## src/rtl/fetch_pc_sequencer.sv

```systemverilog
// PC/nPC sequencer feeding the IF/ID register: delayed-branch redirects and delay-slot annul.
// Define FETCH_PERF_CNT_EN to add saturating redirect_cnt / annul_cnt event counters.
module fetch_pc_sequencer #(
   parameter int                    ADDR_WIDTH = 8,
   parameter logic [ADDR_WIDTH-1:0] RESET_PC   = '0,
   parameter int                    CNT_WIDTH  = 16
) (
   input  logic                  Clk,
   input  logic                  R,
   input  logic                  LE,
   input  logic                  ID_B_instr,
   input  logic                  ID_29_a,
   input  logic                  ID_ba,
   input  logic                  cond_true,
   input  logic                  ID_Call_instr,
   input  logic                  ID_jmpl_instr,
   input  logic [ADDR_WIDTH-1:0] branch_target,
   input  logic [ADDR_WIDTH-1:0] jmpl_target,
   output logic [ADDR_WIDTH-1:0] PC_Out,
   output logic [ADDR_WIDTH-1:0] nPC_Out,
   output logic                  annul_out,
   output logic                  redirect_out
`ifdef FETCH_PERF_CNT_EN
   ,
   output logic [CNT_WIDTH-1:0]  redirect_cnt,
   output logic [CNT_WIDTH-1:0]  annul_cnt
`endif
);

   typedef enum logic {
      RUN   = 1'b0,
      ANNUL = 1'b1
   } state_t;

   localparam logic [ADDR_WIDTH-1:0] ALIGN_MASK = ~ADDR_WIDTH'(3);
   localparam logic [ADDR_WIDTH-1:0] STEP       = ADDR_WIDTH'(4);

   state_t                  state_q, state_d;
   logic [ADDR_WIDTH-1:0]   pc_q, pc_d;
   logic [ADDR_WIDTH-1:0]   npc_q, npc_d;
   logic                    eff;
   logic                    redirect;
   logic                    annul_req;
   logic [ADDR_WIDTH-1:0]   target_raw;
   logic [ADDR_WIDTH-1:0]   target;

   always_comb begin
      eff        = (state_q == RUN);
      redirect   = eff & (ID_jmpl_instr | ID_Call_instr | (ID_B_instr & cond_true));
      annul_req  = eff & ID_B_instr & ID_29_a & (ID_ba | ~cond_true);
      // call and Bicc share branch_target, so only jmpl needs to win the select
      target_raw = ID_jmpl_instr ? jmpl_target : branch_target;
      target     = target_raw & ALIGN_MASK;
      pc_d       = npc_q;
      npc_d      = redirect ? target : npc_q + STEP;
      state_d    = annul_req ? ANNUL : RUN;
   end

   always_ff @(posedge Clk or negedge R) begin
      if (!R) begin
         state_q <= RUN;
         pc_q    <= RESET_PC;
         npc_q   <= RESET_PC + STEP;
      end else if (LE) begin
         state_q <= state_d;
         pc_q    <= pc_d;
         npc_q   <= npc_d;
      end
   end

   assign PC_Out       = pc_q;
   assign nPC_Out      = npc_q;
   assign annul_out    = (state_q == ANNUL);
   assign redirect_out = redirect & LE;

`ifdef FETCH_PERF_CNT_EN
   logic [CNT_WIDTH-1:0] redirect_cnt_q;
   logic [CNT_WIDTH-1:0] annul_cnt_q;

   // Counters stick at all-ones rather than wrapping
   always_ff @(posedge Clk or negedge R) begin
      if (!R) begin
         redirect_cnt_q <= '0;
         annul_cnt_q    <= '0;
      end else if (LE) begin
         if (redirect && (redirect_cnt_q != '1))
            redirect_cnt_q <= redirect_cnt_q + CNT_WIDTH'(1);
         if (annul_req && (annul_cnt_q != '1))
            annul_cnt_q <= annul_cnt_q + CNT_WIDTH'(1);
      end
   end

   assign redirect_cnt = redirect_cnt_q;
   assign annul_cnt    = annul_cnt_q;
`endif

endmodule
```

## config.mk

```make
export PLATFORM = sky130hd
export DESIGN_NAME = fetch_pc_sequencer
export DESIGN_NICKNAME = d
export VERILOG_FILES = /design/src/rtl/fetch_pc_sequencer.sv
export SDC_FILE = /design/constraint.sdc
export NUM_CORES = 1
export LEC_CHECK = 0
export ABC_AREA = 0
export CAP_MARGIN = 0
export CORE_ASPECT_RATIO = 1.1
export CORE_MARGIN = 5
export CORE_UTILIZATION = 30
export CTS_BUF_LIST = sky130_fd_sc_hd__clkbuf_4 sky130_fd_sc_hd__clkbuf_8
export CTS_CLUSTER_SIZE = 20
export DETAILED_ROUTE_END_ITERATION = 16
export PLACE_DENSITY = 0.67
export SYNTH_ARGS = -nofsm -noshare
export SYNTH_HDL_FRONTEND = slang
export SYNTH_SLANG_ARGS = --single-unit
```

## constraint.sdc

```tcl
create_clock -name Clk -period 1.2 [get_ports Clk]
set_input_delay 0.18 -clock Clk [delete_from_list [all_inputs] [get_ports Clk]]
set_output_delay 0.18 -clock Clk [all_outputs]
set_load 0.005 [all_outputs]
```

==> results of run 1 <==
-- cell type report --
type / count / share of cell area [%]
sequential: 13 / 24.81
tap: 31 / 2.947
inverter: 6 / 1.711
multi-input combinational: 50 / 30.80
clock buffer: 4 / 2.281
timing repair buffer: 55 / 37.45
-- critical path, stage by stage (launching register included) --
cell	delay (ns)
dfstp_2	0.56
buf_6	0.11
ha_4	0.12
and3_4	0.17
nand2_1	0.05
mux2i_1	0.12
a22oi_1	0.08
-- worst max path at each step --
stage,to,slack (ns)
finish,nPC_Out[6]$_DFFE_PN0P_,-0.13
global route,nPC_Out[6]$_DFFE_PN0P_,-0.19
CTS,nPC_Out[7]$_DFFE_PN0P_,-0.14
detailed placement,redirect_out,-0.65
global placement,redirect_out,-0.61
floorplan,nPC_Out[7]$_DFFE_PN0P_,-0.12
-- per-layer routing --
metal	vias to the layer above	wire [um]	global-route usage, %
met1	363	839	14.07
met4	0	28	5.217
met5	-	0	0
li1	362	-	-
met2	25	1137	20.39
met3	2	128	2.449
-- sequential cells by signal, indices dropped and copies added, names as in the netlist --
name       flops
PC_Out         6
nPC_Out        6
annul_out      1
-- cells in the final DEF, fill, tap and decap left out, types with 3 or more instances in the layout --
cell,synthesis,layout
mux2i_1,4,4
buf_6,2,5
inv_1,6,6
conb_1,1,4
clkdlybuf4s50_1,0,16
a22oi_1,3,3
buf_4,4,19
dlygate4sd2_1,0,13
mux2_2,10,10
dfrtp_1,12,12
nand2_1,6,4
o21ai_0,4,3
clkbuf_4,0,4
-- power by group --
part | switching [mW] | total, mW | leakage [nW] | internal, mW
sequential | 0.0526 | 0.598 | 0.151 | 0.545
combinational | 0.284 | 0.735 | 0.443 | 0.450
clock | 0.149 | 0.300 | 0.0184 | 0.151
-- cell families (layout without fill, tap and decap cells) --
family                     count (synthesis)  in the layout  synth area share (%)
and+or+nand+nor                           18             18                 11.78
AOI/OAI and AO/OA                         13             13                 13.55
buffers and inverters                     14             65                 10.81
DFF                                       13             13                 42.10
muxes                                     14             14                 19.68
other                                      1              4                0.4834
adders and majority gates                  1              1                 1.613
-- timing repair --
item	4_1_cts	5_1_grt
gates resized for setup	34	8
endpoints found under the setup margin	19	7
setup buffers	8	3
pin swaps	9	11
endpoints found under the hold margin	0	0
==> run metrics, run 1 <==
status finished, violations left; failing checks negative setup slack; r2r setup slk -0.13 ns; CTS Hold Bufs 0; core area 2496 sq um; I/O pin count 43; Req. time, crit path about 1.4 ns; Netlist Area Pre-Place roughly 780 sq um; Cells after DPL between 100 and 150; routed len/inst approximately 13 um; final wirelength about 2.1 mm; Final nets approximately 160; antenna violations before repair 0; number of synthesized flops with an enable pin 0; top cells by area, synth dfrtp_1, mux2_2, mux2i_1; Layout area overhead 69.68%; placed cell area 1187 sq um; clock latency on the worst-skew pair ~0.27 ns; All-Layer GR Usage 11.95%; Die H about 63 um; startpoint types register; crit-path max FO 3; clock sink total 13; routed vias/inst 4.730; Synth top area share ~39%; Die Area approximately 3700 sq um; largest net degree at the start of global routing 14; hold_ws approximately 0.2 ns; crit end category register; H-tree depth 1; Final Cell Area between 1000 and 1500 sq um; # diodes 0; warnings from Yosys 0; final non-filler cell total ~160; fin util 52.73%; number of global-route vias before repair 807; max cap viols 0; Post-Synthesis Cells 74; Worst R2R Start nPC_Out[2]$_DFFE_PN1P_; TNS Setup -0.4829 ns; final worst path period share 110.5%; Reg-to-Reg End nPC_Out[6]$_DFFE_PN0P_; largest area contributor in the netlist dfrtp_1; crit path launch nPC_Out[2]$_DFFE_PN1P_; register bit total from synthesis 13; CTS tree yes; final hold vios 0; pre-CTS WS -0.6451 ns; Netlist cell types 28; hpwl dp 1.579 mm; worst IR drop on VDD between 800 and 900 uV; sequential share of the synthesized area 42.10%; ys flop type dfrtp_1; Longest Clk Path Bufs 2; RSZ-0062 raised after global routing yes; Initial Utilization 31.08%; leakage power between 0.6 and 0.7 nW; Port Buffers 34; die width between 50 and 60 um; routed via count between 700 and 800; iteration count of the initial detailed-routing pass 6; Synth top cells by count dfrtp_1, mux2_2, inv_1, nand2_1; first-pass GRT wire length about 3.4 mm; layout cells sized above 1 a little under two fifths; DR DRC count 0; Mean Syn Cell Area approximately 10 sq um; area of the multi-input gates roughly 410 sq um; Post-DRT Antenna Nets 0; Seq. cell area about 330 sq um; power density over cell area about 1200 nW/um^2; drt first-iter violations 4; # setup viols final 7; Rows 19; min Tclk post-route 1.326 ns; Placer Congestion between 0.6 and 0.7; cell with the most instances after synthesis dfrtp_1; CTS root buf clkbuf_4; Num CTS Buffers 3; Worst Slack Setup Final -0.1259 ns; Reg2Reg Depth 6; worst min-delay path class in -> async; Pwr Total 1.632 mW; Slew Limit Fails 0; global route overflow 0; clock slew seen by the registers of the worst setup and hold paths roughly 0.09 ns; CP Class reg -> reg; CP arrival 1.48 ns; fmax between 0.7 and 0.8 GHz; skew final between 0.005 and 0.006 ns; ys async rst share 100.0%; Fillers around 250
No activity file was read; power rests on OpenSTA's default activity.
==> run 2: changes to the inputs <==
--- a/config.mk
+++ b/config.mk
@@ -9,11 +9,11 @@
 export CAP_MARGIN = 0
 export CORE_ASPECT_RATIO = 1.1
 export CORE_MARGIN = 5
-export CORE_UTILIZATION = 30
+export CORE_UTILIZATION = 39
 export CTS_BUF_LIST = sky130_fd_sc_hd__clkbuf_4 sky130_fd_sc_hd__clkbuf_8
 export CTS_CLUSTER_SIZE = 20
 export DETAILED_ROUTE_END_ITERATION = 16
-export PLACE_DENSITY = 0.67
+export PLACE_DENSITY = 0.81
 export SYNTH_ARGS = -nofsm -noshare
 export SYNTH_HDL_FRONTEND = slang
 export SYNTH_SLANG_ARGS = --single-unit
==> constraint.sdc (replaced) <==
create_clock -name Clk -period 1.4 [get_ports Clk]
set_input_delay 0.21 -clock Clk [delete_from_list [all_inputs] [get_ports Clk]]
set_output_delay 0.21 -clock Clk [all_outputs]
set_load 0.005 [all_outputs]
==> run 2 against run 1 <==
Effect of this change:
- the flow now finishes without violations
- sequential power down 13%
- via count down 0.80%
- final cell count down 2.5%
- largest cell class unchanged
- highest routed layer unchanged
==> run metrics, run 2 (synthesized netlist as in run 1, its figures left out) <==
Slew Limit Fails 0; Longest Clk Path Bufs 2; drt first-iter violations 6; largest stage delay on the critical path a little over 0.5 ns; uppermost layer routed met4; Placer Congestion around 0.76; Critical Path, Cell by Cell clkdlybuf4s50_1; fmax between 0.7 and 0.8 GHz; # setup viols final 0; crit end category primary output; global route overflow 0; Fillers 155; critical path's top delay family buffers and inverters; clock slew seen by the registers of the worst setup and hold paths ~0.09 ns; iteration count of the initial detailed-routing pass 4; final worst path period share between 90% and 100%; # diodes 0; M1 WL 787 um; Num CTS Buffers 3; Pwr Total about 1.4 mW; routed len/inst about 13 um; most frequent cells in the layout clkdlybuf4s50_1, buf_4, dfrtp_1, mux2_2; CTS root buf clkbuf_4; max cap viols 0; CTS tree yes; hpwl dp 1.460 mm; skew final about 0.0044 ns; Seq. cell area about 330 sq um; core area approximately 2000 sq um; number of global-route vias before repair approximately 770; routed via count 746; Initial Utilization about two fifths; CP arrival 1.15 ns; min Tclk post-route between 1 and 1.5 ns; Req. time, crit path between 1 and 1.5 ns; clock sink total 13; CP max stage cell clkdlybuf4s50_1; Final Cell Area between 1000 and 1500 sq um; final hold vios 0; area of the multi-input gates around 400 sq um; clock latency on the worst-skew pair 0.27 ns; first-pass GRT wire length 3.305 mm; commonest non-fill, non-tap cell in the layout clkdlybuf4s50_1; pre-CTS WS -0.4847 ns; placed cell area between 1000 and 1500 sq um; CP Class reg -> out; DR DRC count 0; I/O pin count 43; Port Buffers 34; antenna violations before repair 0; worst min-delay path class in -> async; largest net degree at the start of global routing 14; routed vias/inst between 4 and 5; die width ~53 um; met3 wire length between 100 and 150 um; Die H ~57 um; fin util around 66%; worst IR drop on VDD around 740 uV; routed wl met2 around 1.1 mm; hold_ws approximately 0.24 ns; Post-DRT Antenna Nets 0; CTS Hold Bufs 0; leakage power between 0.6 and 0.7 nW; layout cells sized above 1 34.65%; RSZ-0062 raised after global routing yes; H-tree depth 1; crit path buf inv count 1; status completed; Rows 17; power density over cell area 1080 nW/um^2; Die Area between 2000 and 3000 sq um; All-Layer GR Usage between 10% and 20%; Final nets ~150; Layout area overhead 67.42%; Worst Slack Setup Final 0.04186 ns; startpoint types register; final wirelength 2.034 mm; crit-path max FO 2
==> run 2: changes by cell type in the layout (fill, tap and decap cells not counted), moves of 2 or more <==
cell / previous run / this run
dlygate4sd2_1: 13 / 3
buf_6: 5 / 2
clkdlybuf4s50_1: 16 / 26
nand2_2: 2 / 0
nand2_1: 4 / 6
==> run 2: final cells by class <==
class | instances | share of cell area (%)
repair buffers | 54 | 37.67
multi-input cells | 50 | 30.44
flip-flops and latches | 13 | 25.14
well taps | 28 | 2.697
clock buffers | 4 | 2.312
inverters | 6 | 1.734
==> run 2: per-layer routing <==
metal,vias up,global-route usage [%]
li1,355,-
met3,2,1.061
met5,-,0
met2,24,26.06
met4,0,5.109
met1,365,17.05
==> run 2: metrics by stage <==
step,std cells,TNS [ns]
floorplan,77,0
global placement,140,-1.868
detailed placement,140,-2.029
CTS,153,0
global route,155,-0.03529
finish,155,0
==> run 2: what timing repair did <==
item | 4_1_cts | 5_1_grt
gates resized for setup | 14 | 9
pin swaps | 7 | 2
setup endpoints to repair | 8 | 7
setup buffers | 10 | 2
==> run 2: where the power goes <==
group          total, mW  switching, mW  internal (mW)
sequential         0.519         0.0513          0.468
combinational      0.629          0.226          0.403
clock              0.256          0.126          0.129
==> run 2: worst paths after layout <==
kind | from | end | slack [ns] | cells past startpoint
max | nPC_Out[5]$_DFFE_PN0P_ | nPC_Out[5] | 0.04 | 1
min | R | PC_Out[6]$_DFFE_PN0P_ | 0.24 | 2
max reg2reg | nPC_Out[2]$_DFFE_PN1P_ | nPC_Out[7]$_DFFE_PN0P_ | 0.08 | 4
min reg2reg | PC_Out[5]$_DFFE_PN0P_ | PC_Out[5]$_DFFE_PN0P_ | 0.51 | 1
max in group asynchronous | R | nPC_Out[2]$_DFFE_PN1P_ | 0.92 | 2
min in group Clk | ID_B_instr | annul_out$_DFFE_PN0P_ | 0.39 | 3
==> run 3: changes to the inputs <==
--- a/config.mk
+++ b/config.mk
@@ -13,7 +13,7 @@
 export CTS_BUF_LIST = sky130_fd_sc_hd__clkbuf_4 sky130_fd_sc_hd__clkbuf_8
 export CTS_CLUSTER_SIZE = 20
 export DETAILED_ROUTE_END_ITERATION = 16
-export PLACE_DENSITY = 0.81
+export PLACE_DENSITY = 0.93
 export SYNTH_ARGS = -nofsm -noshare
 export SYNTH_HDL_FRONTEND = slang
 export SYNTH_SLANG_ARGS = --single-unit
==> run 3 against run 2 <==
Effect of this change:
- global-route usage down 1.0 points
- design area down 2.9%
- wire length down 5.3%
- die area unchanged
- flip-flop and latch count unchanged
- critical path type is now reg -> reg
- highest routed layer unchanged
==> run metrics, run 3 (synthesized netlist as in run 1, its figures left out) <==
hold_ws 0.3076 ns; clock slew seen by the registers of the worst setup and hold paths 0.08 ns; clock sink total 13; fmax ~0.73 GHz; Fillers approximately 180; iteration count of the initial detailed-routing pass 4; Final nets between 100 and 150; Req. time, crit path 1.60 ns; max cap viols 0; worst min-delay path class in -> async; Die Area 2982 sq um; CP Class reg -> reg; routed vias/inst around 4.8; H-tree depth 1; crit-path max FO 4; CP arrival about 1.6 ns; DR DRC count 0; worst IR drop on VDD 648.1 uV; final non-filler cell total 150; status completed; Port Buffers 34; # diodes 0; number of global-route vias before repair around 670; skew final just over 0.004 ns; routed via count 719; final hold vios 0; clock latency on the worst-skew pair 0.27 ns; RSZ-0062 raised after global routing yes; fin util about 64%; Placer Congestion between 0.7 and 0.8; worst slew pin tran 0.5956 ns; Slew Limit Fails 0; CTS Hold Bufs 0; CTS root buf clkbuf_4; TNS Setup 0 ns; I/O pin count 43; routed len/inst 12.84 um; Rows 17; Num CTS Buffers 3; # setup viols final 0; antenna violations before repair 0; power density over cell area 1072 nW/um^2; r2r setup slk roughly 0.036 ns; Cells after DPL between 100 and 150; Longest Clk Path Bufs 2; Die H roughly 57 um; die width between 50 and 60 um; Initial Utilization between 30% and 40%; global route overflow 0; All-Layer GR Usage 13.35%; commonest non-fill, non-tap cell in the layout clkdlybuf4s50_1; final wirelength approximately 1.9 mm; most frequent cells in the layout clkdlybuf4s50_1, buf_4, dfrtp_1, mux2_2; hpwl dp 1.474 mm; min Tclk post-route 1.364 ns; leakage power roughly 0.58 nW; core area 1957 sq um; Pwr Total ~1.4 mW; largest net degree at the start of global routing 17; Post-DRT Antenna Nets 0; final worst path period share between 90% and 100%; Slew Limit Headroom about 60%; layout cells sized above 1 a little under a third; startpoint types register; Layout area overhead 62.58%; first-pass GRT wire length 3.029 mm; CTS tree yes; crit end category register; drt first-iter violations 6
-- run 3: cell count changes in the layout (fill, tap and decap cells not counted), sizes merged --
cell           before  now
dlygate4sd2         3    5
clkdlybuf4s15       2    1
buf                21   16
clkbuf              5    4
-- run 3: final timing paths --
path / from / endpoint / cells after the start
setup / recovery: nPC_Out[2]$_DFFE_PN1P_ / nPC_Out[7]$_DFFE_PN0P_ / 4
hold / removal: R / PC_Out[7]$_DFFE_PN0P_ / 1
setup reg to reg: nPC_Out[2]$_DFFE_PN1P_ / nPC_Out[7]$_DFFE_PN0P_ / 4
hold reg to reg: PC_Out[5]$_DFFE_PN0P_ / PC_Out[5]$_DFFE_PN0P_ / 1
max in group asynchronous: R / nPC_Out[4]$_DFFE_PN0P_ / 1
min in group Clk: ID_B_instr / annul_out$_DFFE_PN0P_ / 3
-- run 3: layout make-up --
| cell class | instances | area, sq um | share of cell area [%] |
|---|---|---|---|
| repair buffers | 49 | 454.2 | 36.01 |
| inverters | 6 | 22.52 | 1.786 |
| well taps | 28 | 35.03 | 2.778 |
| multi-input cells | 50 | 392.9 | 31.15 |
| clock buffers | 4 | 30.03 | 2.381 |
| flip-flops and latches | 13 | 326.6 | 25.89 |
-- run 3: per-layer routing --
metal | share of wire [%] | global-route usage, % | up-vias
li1 | - | - | 349
met3 | 8.0 | 3.979 | 2
met1 | 42 | 17.94 | 342
met2 | 49 | 20.21 | 26
met5 | 0 | 0 | -
met4 | 0.73 | 4.380 | 0
-- run 3: critical path, stage by stage (launching register included) --
cell and delay, ns:
dfstp_2 0.58, and3_4 0.20, nand4_1 0.10, or3_4 0.35
o211ai_2 0.07
-- run 3: stage by stage --
step	area, sq um	worst slack (ns)
final	1261	0.03649
after global routing	1261	-0.007862
after CTS	1222	0.01097
after detailed placement	1154	-0.4975
after global placement	1154	-0.4618
after floorplan	787.0	0.08441
-- run 3: repair_timing --
| action | in CTS | in global routing |
|---|---|---|
| resized for setup | 12 | 6 |
| pin swaps | 3 | 1 |
| buffers inserted | 6 | 2 |
| setup endpoints to repair | 8 | 6 |
-- run 3: power by group --
group | switching [mW] | internal (mW) | total (mW)
clock | 0.119 | 0.130 | 0.249
combinational | 0.211 | 0.371 | 0.583
sequential | 0.0527 | 0.468 | 0.521
total | 0.383 | 0.969 | 1.35
